**src/rtl/wu_fetch_pkg.sv**
```systemverilog
// Shared types and defaults for the WU fetch controller.
// The state encoding and credit/latency defaults are shared by the top and the bench.
package wu_fetch_pkg;

    localparam int RD_LAT_DEF  = 2;
    localparam int CREDITS_DEF = 4;

    typedef enum logic [2:0] {
        IDLE,
        LOAD,
        FETCH,
        DRAIN,
        DONE
    } state_t;

endpackage

```
**src/rtl/wu_fetch_credit_ctr.sv**
```systemverilog
// Saturating up/down counter with overflow and underflow flags.
// It exposes the next-cycle count so the owner can make registered decisions one cycle ahead.
module wu_fetch_credit_ctr #(
    parameter int         W    = 3,
    parameter logic [W-1:0] INIT = '0,
    parameter logic [W-1:0] MAX  = '1
) (
    input  logic         clk,
    input  logic         reset_poweron_n,
    input  logic         up,
    input  logic         dn,
    output logic [W-1:0] count_nxt,
    output logic         ovf,
    output logic         unf
);

    logic [W-1:0] count;

    // NOTE: every always_comb output gets a default first so no path can infer a latch.
    always_comb begin
        count_nxt = count;
        ovf       = 1'b0;
        unf       = 1'b0;
        if (up && !dn) begin
            if (count == MAX) ovf = 1'b1;
            else              count_nxt = count + 1'b1;
        end else if (dn && !up) begin
            if (count == '0) unf = 1'b1;
            else             count_nxt = count - 1'b1;
        end
    end

    // NOTE: sequential state uses non-blocking assignments so all flops update together.
    always_ff @(posedge clk or negedge reset_poweron_n) begin
        if (!reset_poweron_n) count <= INIT;
        else                  count <= count_nxt;
    end

endmodule

```
**src/rtl/wu_fetch_cntl.sv**
```systemverilog
// WU fetch controller: pulses the storage-memory reload, then streams credit-paced sequential reads.
// Every output is a flop loaded from next-state values, so each decision is made one cycle ahead.
module wu_fetch_cntl
    import wu_fetch_pkg::*;
#(
    parameter int ADDR_W    = 10,
    parameter int MEM_DEPTH = 1024,
    parameter int CNT_W     = 11,
    parameter int CREDITS   = CREDITS_DEF,
    parameter int RD_LAT    = RD_LAT_DEF
) (
    input  logic              clk,
    input  logic              reset_poweron_n,
    input  logic              sys__wuf__start,
    input  logic [ADDR_W-1:0] sys__wuf__start_addr,
    input  logic [CNT_W-1:0]  sys__wuf__num_words,
    output logic              wuf__wum__load,
    output logic              wuf__wum__read,
    output logic [ADDR_W-1:0] wuf__wum__addr,
    input  logic              wum__wuf__valid,
    input  logic              wud__wuf__credit,
    output logic              wuf__sys__busy,
    output logic              wuf__sys__done,
    output logic              wuf__sys__err
);

    localparam int CRED_W = $clog2(CREDITS + 1);
    localparam int INFL_W = $clog2(RD_LAT + 1);
    localparam logic [CRED_W-1:0] CRED_MAX  = CRED_W'(CREDITS);
    localparam logic [INFL_W-1:0] INFL_MAX  = INFL_W'(RD_LAT);
    localparam logic [ADDR_W-1:0] LAST_ADDR = ADDR_W'(MEM_DEPTH - 1);

    state_t              state, state_nxt;
    logic [CNT_W-1:0]    remaining, rem_nxt;
    logic [ADDR_W-1:0]   addr_nxt;
    logic [CRED_W-1:0]   cred_nxt;
    logic [INFL_W-1:0]   infl_nxt;
    logic                cred_ovf, cred_unf, infl_ovf, infl_unf;
    logic                accept, issue, read_nxt, err_nxt;

    assign accept = sys__wuf__start && (state == IDLE);
    assign issue  = wuf__wum__read;

    wu_fetch_credit_ctr #(.W(CRED_W), .INIT(CRED_MAX), .MAX(CRED_MAX)) u_credits (
        .clk             (clk),
        .reset_poweron_n (reset_poweron_n),
        .up              (wud__wuf__credit),
        .dn              (issue),
        .count_nxt       (cred_nxt),
        .ovf             (cred_ovf),
        .unf             (cred_unf)
    );

    // A read issued while RD_LAT reads are already outstanding means a valid never came back.
    wu_fetch_credit_ctr #(.W(INFL_W), .INIT('0), .MAX(INFL_MAX)) u_inflight (
        .clk             (clk),
        .reset_poweron_n (reset_poweron_n),
        .up              (issue),
        .dn              (wum__wuf__valid),
        .count_nxt       (infl_nxt),
        .ovf             (infl_ovf),
        .unf             (infl_unf)
    );

    always_comb begin
        rem_nxt  = remaining;
        addr_nxt = wuf__wum__addr;
        if (accept) begin
            rem_nxt  = sys__wuf__num_words;
            addr_nxt = sys__wuf__start_addr;
        end else if (issue) begin
            rem_nxt  = remaining - 1'b1;
            addr_nxt = (wuf__wum__addr == LAST_ADDR) ? '0 : wuf__wum__addr + 1'b1;
        end
    end

    always_comb begin
        state_nxt = state;
        unique case (state)
            IDLE:    if (sys__wuf__start) state_nxt = LOAD;
            LOAD:    state_nxt = FETCH;
            FETCH:   if (rem_nxt == '0) state_nxt = DRAIN;
            DRAIN:   if (infl_nxt == '0) state_nxt = DONE;
            DONE:    state_nxt = IDLE;
            default: state_nxt = IDLE;
        endcase
        read_nxt = (state_nxt == FETCH) && (rem_nxt != '0) && (cred_nxt != '0);
        err_nxt  = (accept ? 1'b0 : wuf__sys__err) | cred_ovf | cred_unf | infl_ovf | infl_unf;
    end

    always_ff @(posedge clk or negedge reset_poweron_n) begin
        if (!reset_poweron_n) begin
            state          <= IDLE;
            remaining      <= '0;
            wuf__wum__addr <= '0;
            wuf__wum__load <= 1'b0;
            wuf__wum__read <= 1'b0;
            wuf__sys__busy <= 1'b0;
            wuf__sys__done <= 1'b0;
            wuf__sys__err  <= 1'b0;
        end else begin
            state          <= state_nxt;
            remaining      <= rem_nxt;
            wuf__wum__addr <= addr_nxt;
            wuf__wum__load <= (state_nxt == LOAD);
            wuf__wum__read <= read_nxt;
            wuf__sys__busy <= (state_nxt != IDLE);
            wuf__sys__done <= (state_nxt == DONE);
            wuf__sys__err  <= err_nxt;
        end
    end

endmodule
```
**config.mk**
```make
export PLATFORM = sky130hd
export DESIGN_NAME = wu_fetch_cntl
export DESIGN_NICKNAME = d
export VERILOG_FILES = /design/src/rtl/wu_fetch_pkg.sv /design/src/rtl/wu_fetch_credit_ctr.sv /design/src/rtl/wu_fetch_cntl.sv
export SDC_FILE = /design/constraint.sdc
export NUM_CORES = 1
export LEC_CHECK = 0
export CORE_UTILIZATION = 30
export CTS_BUF_LIST = sky130_fd_sc_hd__clkbuf_8
export DETAILED_ROUTE_END_ITERATION = 12
export PLACE_DENSITY = 0.47
export SLEW_MARGIN = 15
export SYNTH_ARGS = -nofsm -noshare
export SYNTH_HDL_FRONTEND = slang
export SYNTH_SLANG_ARGS = --single-unit
```
**constraint.sdc**
```tcl
create_clock -name clk -period 2.6 [get_ports clk]
set_input_delay 0.26 -clock clk [delete_from_list [all_inputs] [get_ports clk]]
set_output_delay 0.26 -clock clk [all_outputs]
set_load 0.03 [all_outputs]
```
### After elaboration in Yosys (flattened, before gate mapping)

Index checks and enable logic that the tools add are counted.

| cells by class | value |
|---|---|
| $add $sub $neg | 6 |
| eq/ne operators | 9 |
| muxes and demuxes | 28 |
| bitwise gates (word level) | 4 |
| reductions and logical operators | 19 |

Operators with widths:

| operator | count |
|---|---|
| two-way mux 10 bit | 3 |
| two-way mux 11 bit | 2 |
| two-way mux 3 bit | 7 |
| case mux 3 bit (4 select lines) | 1 |
| zero test 11 bit | 1 |
| two-way mux 1 bit | 11 |
| nonzero test 11 bit | 1 |
| subtractor 11 x 1 -> 11 bit, second input constant | 1 |
| adder 10 x 1 -> 10 bit, second input constant | 1 |
| == test 10 bit, second input constant | 1 |
| == test 3 x 2 -> 1 bit, second input constant | 3 |
| two-way mux 2 bit | 4 |
| logical AND 1 bit | 7 |
| == test 3 x 1 -> 1 bit, second input constant | 2 |
| == test 3 bit, second input constant | 2 |
| zero test 3 bit | 2 |
| nonzero test 3 bit | 2 |
| zero test 2 bit | 2 |
| OR 1 bit | 4 |
| adder 3 x 1 -> 3 bit, second input constant | 1 |
| zero test 1 bit | 3 |
| subtractor 3 x 1 -> 3 bit, second input constant | 1 |
| adder 2 x 1 -> 2 bit, second input constant | 1 |
| == test 2 bit, second input constant | 1 |
| 2 further kinds | 2 |

| storage, ports and cells | value |
|---|---|
| register bits | 34 |
| output and inout port bits | 15 |
| word-level logic and storage cells | 76 |

### Logic depth before layout (Yosys ltp)

Gate-level depths: netlist of the first run.

| logic depth | value |
|---|---|
| depth after elaboration | 10 |
| depth in mapped cells | 9 |

### By module

A second synthesis of the first run with hierarchy kept.

| second synthesis, totals | value |
|---|---|
| cell total of the unflattened synthesis | 223 |
| area, all modules | 2,139.6 µm² |

Modules (own cells, without submodules):

| module | times used | cells an instance | area an instance (µm²) |
|---|---|---|---|
| wu_fetch_cntl | 1 | 171 | 1,634.1 |
| wu_fetch_credit_ctr at u_credits | 1 | 33 | 309.0 |
| wu_fetch_credit_ctr at u_inflight | 1 | 19 | 196.4 |

### Worst setup path before layout of the first run

Ideal clock, no wire load.

| timing | value |
|---|---|
| kind | flip-flop to flip-flop |
| start | register wuf__wum__read |
| end | register state[0] |
| setup time | 66 ps |
| arrival time | 1,782 ps |
| slack | 752 ps |
| stages on the path, launching flop included | 8 |
| period minus slack after synthesis | 1,848 ps |
| cell sequence | dfrtp_1 buf_2 nor4b_4 nand3b_1 xor2_1 o21ai_1 nor4_2 a31o_1 |

| on the way | value |
|---|---|
| elaborated cells on any way between the ends | 12 |
| classes of those cells | mux: 7; reduce/logical: 5 |

RTL lines:

| element | line | text |
|---|---|---|
| from (decl) | wu_fetch_cntl.sv:18 | `output logic wuf__wum__read,` |
| from (signal assigned) | wu_fetch_cntl.sv:106 | `wuf__wum__read <= read_nxt;` |
| two-way mux 11 bit | wu_fetch_cntl.sv:71 | `end else if (issue) begin` |
| two-way mux 11 bit | wu_fetch_cntl.sv:68 | `if (accept) begin` |
| named net rem_nxt[7] | wu_fetch_cntl.sv:34 | `logic [CNT_W-1:0] remaining, rem_nxt;` |
| zero test 11 bit | wu_fetch_cntl.sv:82 | `FETCH: if (rem_nxt == '0) state_nxt = DRAIN;` |
| two-way mux 3 bit | wu_fetch_cntl.sv:82 |  |
| case mux 3 bit (4 select lines) | wu_fetch_cntl.sv:79 | `unique case (state)` |
| named net state_nxt[0] | wu_fetch_cntl.sv:33 | `state_t state, state_nxt;` |
| to (signal assigned) | wu_fetch_cntl.sv:102 | `state <= state_nxt;` |
| to (decl) | wu_fetch_cntl.sv:33 |  |

The timed path passes the listed nets, and every way through them passes these cells.
A chain may end at the register's enable or synchronous reset.

### Worst setup path in the final report of the first run

| timing | value |
|---|---|
| start | register wuf__wum__read |
| end | output port wuf__wum__read |

No word-level cell between the ends.

==> results of run 1 <==
==> Yosys cell counts, types with 3 or more instances <==
library cell  instances
o21ai_0              13
nand3_1              11
and3_1                4
ha_1                  8
o21ai_1               4
mux2i_1               6
a22oi_1               3
o21ai_2               3
xnor2_1               7
dfrtp_1              33
nor2_1               16
nor3b_1               4
o31ai_1               3
xor2_1                9
a21oi_1               8
inv_1                 8
buf_2                 6
nand2_1              29
nor3_1                8
==> cell type report <==
type,count,area [um2]
clock inverters,2,12.5
repair buffers,42,415
inverters,9,38.8
fillers,654,3890
well taps,77,96.3
multi-input cells,166,1110
flip-flops and latches,34,852
clock buffers,6,82.6
==> routing by layer <==
| metal | track usage | up-vias |
|---|---|---|
| met5 | 0 | - |
| met3 | 0.0263 | 5 |
| met1 | 0.193 | 804 |
| met4 | 0.0508 | 0 |
| met2 | 0.232 | 20 |
| li1 | - | 858 |
==> sequential cells by signal, summed over array words and instances (netlist names) <==
register	cells
remaining	11
wuf__wum__addr	10
state	3
u_credits.count	3
u_inflight.count	2
wuf__sys__busy	1
wuf__sys__done	1
wuf__sys__err	1
wuf__wum__load	1
wuf__wum__read	1
==> cells by family (layout without fill, tap and decap cells) <==
logic type               count (synthesis)  in the layout  share of synthesized area
AO/OA/AOI/OAI                           47             47                      0.155
flip-flops                              34             34                      0.413
multiplexers                             7              7                     0.0345
XOR/XNOR                                16             16                     0.0679
adder cells (fa/ha/maj)                  8              8                     0.0485
buffers and inverters                   20             59                     0.0515
AND/OR/NAND/NOR                         88             88                      0.230
==> how the worst max path moves through the flow <==
stage | from | to | slack, ns | depth (start not counted)
after detailed placement | sys__wuf__start | wuf__wum__addr[3] | 0.43 | 8
after CTS | wuf__wum__read | wuf__wum__read | 0.37 | 2
after global routing | wuf__wum__read | wuf__wum__read | 0.30 | 2
final | wuf__wum__read | wuf__wum__read | 0.39 | 2
after floorplan | wuf__wum__read | state[0] | 0.75 | 7
after global placement | sys__wuf__start | wuf__wum__addr[3] | 0.45 | 8
==> power by group <==
group	switching [uW]	leakage, uW	internal (uW)
Sequential	334	0.000411	794
Clock	205	0.0000472	213
Combinational	921	0.000587	729
==> placed cells by master, fill, tap and decap left out, types with 4 or more instances in the layout <==
master           Yosys  layout
clkdlybuf4s50_1      0      40
dfrtp_1             33      33
nand2_1             29      29
nor2_1              16      16
o21ai_0             13      13
nand3_1             11      11
xor2_1               9       9
inv_1                8       8
a21oi_1              8       8
nor3_1               8       8
ha_1                 8       8
xnor2_1              7       7
mux2i_1              6       6
clkbuf_8             0       6
o21ai_1              4       4
nor3b_1              4       4
and3_1               4       4
==> through the flow <==
| step | utilization | std cells | worst slack (ns) | total power, uW |
|---|---|---|---|---|
| final | 0.401 | 336 | 0.385 | 3200 |
| after global routing | 0.401 | 336 | 0.299 | 3480 |
| after CTS | 0.401 | 336 | 0.368 | 3250 |
| after detailed placement | 0.386 | 328 | 0.427 | 2800 |
| after global placement | 0.386 | 328 | 0.454 | 2810 |
| after floorplan | - | 220 | 0.752 | 2300 |
==> impl_metrics.json, run 1 <==
{
  "status": "complete, no violations",
  "post_cts_buffers": 0,
  "worst_clock_skew_ns": 0.00679,
  "num_antenna_cells": 0,
  "max_freq_ghz": 0.452,
  "grt_pass1_vias": 1655,
  "clk_path_buf_depth": 2,
  "power.density_nw_per_um2": 1230,
  "port_buffers": 40,
  "dr.pass1.iters": 6,
  "relSlewSlack": 0.671,
  "ys_types": 49,
  "core_area_um2": 6490,
  "clock_sinks": 34,
  "clkSlewWorstSetupHoldPaths_ns": 0.08,
  "io_pins": 41,
  "num_rows": 29,
  "crit_path_max_fanout": 16,
  "synth_largest_area_cell": "dfrtp_1",
  "wl_per_cell_um": 14.1,
  "hpwl_um": 3380,
  "synth-edff-count": 0,
  "cts_tree": "done",
  "viasPerCell": 5.02,
  "grt_pass1_wl_um": 8150,
  "final_area_um2": 2600,
  "maxUsedRoutingLayer": "met4",
  "cp.arrival_ns": 1.95,
  "cts-buffers-inserted": 5,
  "nets": 292,
  "first_iter_violations": 58,
  "crit_required_ns": 2.34,
  "met3_length_um": 103,
  "whs_ns": 0.377,
  "p_leak_uw": 0.00105,
  "area_growth_pct": 26.1,
  "postPlaceCellArea_um2": 2510,
  "slew_violations": 0,
  "r2r-start": "wuf__wum__read",
  "grt_usage": 0.144,
  "antenna_found_initial": 0,
  "start_util": 0.318,
  "overflow": 0,
  "cp_top_family": "buffers and inverters",
  "syn_inst": 220,
  "ant_nets": 0,
  "cp_slowest_stage_delay_ns": 0.70,
  "finalCritPeriodShare": 0.852,
  "cpMaxStageDelayCell": "clkdlybuf4s50_1",
  "worst-path-buf-inv": 2,
  "place_congestion": 0.713,
  "drive_above_1_share": 0.0965,
  "finalHoldViolCount": 0,
  "endpoint_kind": "primary output",
  "die_h_um": 85.0,
  "wl_met2_um": 2250,
  "ys_seq_area_frac": 0.413,
  "fin_tns_setup_ns": 0,
  "syn_avg_cell_area_um2": 9.38,
  "htreeDepth": 2,
  "ys_ff_latch": 34,
  "hold_class": "in2async",
  "synth_ff_type": "dfrtp_1",
  "cap_violations": 0,
  "synth_warnings": 0,
  "remaining_drc_errors": 0,
  "hold_buffers": 0,
  "r2r_end": "state[0]",
  "synth.area.top_cells": "dfrtp_1 40%, nand2_1 5.3%, ha_1 4.8%",
  "synth_fp_nets": 254,
  "layout_min_cycle_time_ns": 2.21,
  "grt_max_degree": 44,
  "cts_resized": 0,
  "reg2reg_depth": 6,
  "vias": 1687,
  "cts-root-buf": "clkbuf_8",
  "clk-insertion-delay-late_ns": 0.29,
  "die_w_um": 85.0,
  "synth_top_area_frac": 0.400,
  "worstMarginPinSlew_ns": 0.493,
  "irDropWorstVdd_mv": 0.390,
  "synth_area_um2": 2060,
  "start_kind": "flip-flop",
  "rsz0062_at_grt": "false",
  "fp.dieArea_um2": 7220,
  "setup_viol_count_final": 0,
  "wl_met1_um": 2330,
  "async_flop_share": 1.00,
  "r2r_slack_ns": 0.53,
  "path_class": "reg2out",
  "drt-total-wl_um": 4730,
  "crit_path_cell_trace": "buf_4, clkdlybuf4s50_1"
}
Power figures use the tool's default switching activity.
==> run 2: changes to the inputs <==
SYNTH_HIERARCHICAL = 1   (was unset)
==> impl_metrics.json, run 2 <==
{
  "clkSlewWorstSetupHoldPaths_ns": 0.07,
  "synth_fp_nets": 258,
  "viasPerCell": 5.01,
  "setup_slack_ns": 0.264,
  "startpoint": "remaining[0]",
  "synth.area.top_cells": "dfrtp_1 39%, nand2_1 5.4%, ha_1 5.3%",
  "hold_class": "in2async",
  "combPwrFrac": 0.529,
  "layout_commonest_cell": "clkdlybuf4s50_1",
  "r2r_end": "state[0]",
  "start_kind": "flip-flop",
  "wl_per_cell_um": 14.4,
  "drt-total-wl_um": 5310,
  "dp_cells": 361,
  "status": "complete, no violations",
  "max_freq_ghz": 0.428,
  "switchingPower_uw": 1480,
  "post_cts_buffers": 0,
  "vias": 1847,
  "clk_path_buf_depth": 2,
  "area_growth_pct": 31.4,
  "grt_max_degree": 35,
  "final_cell_mix": "40 x clkdlybuf4s50_1, 33 x dfrtp_1, 31 x nand2_1",
  "synth-edff-count": 0,
  "yosysMostFrequentCell": "dfrtp_1",
  "p_leak_uw": 0.00118,
  "cts_tree": "done",
  "setup_viol_count_final": 0,
  "synth_warnings": 6,
  "clock_sinks": 34,
  "die_h_um": 86.5,
  "synth_area_um2": 2140,
  "path_class": "reg2reg",
  "reg2reg_depth": 7,
  "die_w_um": 86.5,
  "synthTopCellsByCount": "33 x dfrtp_1, 31 x nand2_1, 12 x o21ai_0, 9 x ha_1, 8 x inv_1",
  "reg.largest.list": "remaining: 11 flops, wuf__wum__addr: 10 flops",
  "grt_usage": 0.156,
  "clkPwrFrac": 0.148,
  "grt.busiest_layer": "met2",
  "syn_inst": 223,
  "core_area_um2": 6830,
  "r2r_slack_ns": 0.26,
  "ant_nets": 0,
  "cap_violations": 0,
  "finalHoldViolCount": 0,
  "fin_util": 0.412,
  "cts-root-buf": "clkbuf_8",
  "largest_reg_flops": 11,
  "crit_path_max_fanout": 5,
  "synth_top_area_frac": 0.386,
  "hold_buffers": 0,
  "overflow": 0,
  "power_frac_seq": 0.322,
  "rsz0062_at_grt": "false",
  "cts-buffers-inserted": 5,
  "irDropWorstVdd_mv": 0.460,
  "hpwl_um": 3780,
  "cp.arrival_ns": 2.52,
  "clk-insertion-delay-late_ns": 0.29,
  "io_pins": 41,
  "layout_min_cycle_time_ns": 2.34,
  "drive_above_1_share": 0.121,
  "internal-power_uw": 1920,
  "place_congestion": 0.822,
  "first_iter_violations": 103,
  "ys_ff_latch": 34,
  "htreeDepth": 2,
  "ys_seq_area_frac": 0.398,
  "remaining_drc_errors": 0,
  "grt_pass1_vias": 1877,
  "num_rows": 30,
  "cts_resized": 0,
  "crit_required_ns": 2.79,
  "num_antenna_cells": 0,
  "worst_clock_skew_ns": 0.00359,
  "port_buffers": 40,
  "place_ws_ns": 0.0146,
  "grt_pass1_wl_um": 9070,
  "regMostFlops": "remaining",
  "synth_ff_type": "dfrtp_1",
  "stdcell_count": 369,
  "start_util": 0.313,
  "fp.dieArea_um2": 7470,
  "synth_largest_area_cell": "dfrtp_1",
  "ys_types": 65,
  "async_flop_share": 1.00,
  "finalCritPeriodShare": 0.898,
  "syn_avg_cell_area_um2": 9.59,
  "dr.pass1.iters": 4,
  "nets": 307,
  "relSlewSlack": 0.621,
  "crit_end": "state[0]",
  "antenna_found_initial": 0,
  "grt_use_met2": 0.241,
  "worstMarginPinSlew_ns": 0.564,
  "r2r-start": "remaining[0]",
  "gr-usage-met3": 0.0324,
  "fin_tns_setup_ns": 0,
  "swShare": 0.435,
  "grt_use_met1": 0.216,
  "power.density_nw_per_um2": 1210,
  "slew_violations": 0,
  "endpoint_kind": "flip-flop"
}
run 2: logic make-up after synthesis:
family,count (synthesis),synth area share
xor+xnor,13,0.0532
fa+ha+maj,9,0.0526
buf+inv,20,0.0456
flops,34,0.398
compound gates,50,0.174
simple gates,94,0.263
mux,3,0.0140
run 2: routing by layer:
metal	vias up	part of all wire
li1	935	-
met1	865	0.51
met2	38	0.44
met3	9	0.035
met4	0	0.015
met5	-	0
run 2: worst max-delay path, cell delays in order (launching register included):
cell and delay (ns):
dfrtp_1 0.38, inv_1 0.06, ha_1 0.23, nor4bb_1 0.50, xnor2_1 0.18, o21ai_1 0.10
or4_4 0.52, o41ai_2 0.28
run 2: area by class of cell:
cell class              count  area (um2)
clock buffers               6        82.6
repair buffers             53         498
fillers                   723        4020
flip-flops and latches     34         852
multi-input cells         169        1190
inverters                   9        35.0
clock inverters             2        33.8
well taps                  96         120
run 2: power groups by stage:
stage                     Sequential [uW]  Combinational, uW  Clock, uW
after floorplan                      1220               1050          0
after global placement               1120               1810          0
after detailed placement             1100               1810          0
after CTS                            1090               1810        525
after global routing                 1150               1980        536
final                                1100               1800        505
run 2: worst min-delay path by stage:
stage | depth (start not counted) | slack [ns] | endpoint | start
floorplan | 0 | -0.04 | remaining[0] | reset_poweron_n
global placement | 2 | 0.48 | wuf__sys__err | wuf__sys__err
detailed placement | 2 | 0.48 | wuf__sys__err | wuf__sys__err
CTS | 2 | 0.41 | wuf__wum__addr[7] | reset_poweron_n
global route | 2 | 0.45 | wuf__wum__load | reset_poweron_n
finish | 2 | 0.39 | wuf__wum__load | reset_poweron_n
run 2: through the flow:
stage	area [um2]	hold slack, ns	total power [uW]
2_1_floorplan	2140	-0.0356	2270
3_3_place_gp	2700	0.481	2930
3_5_place_dp	2700	0.475	2900
4_1_cts	2810	0.408	3430
5_1_grt	2810	0.445	3670
6_report	2810	0.393	3400
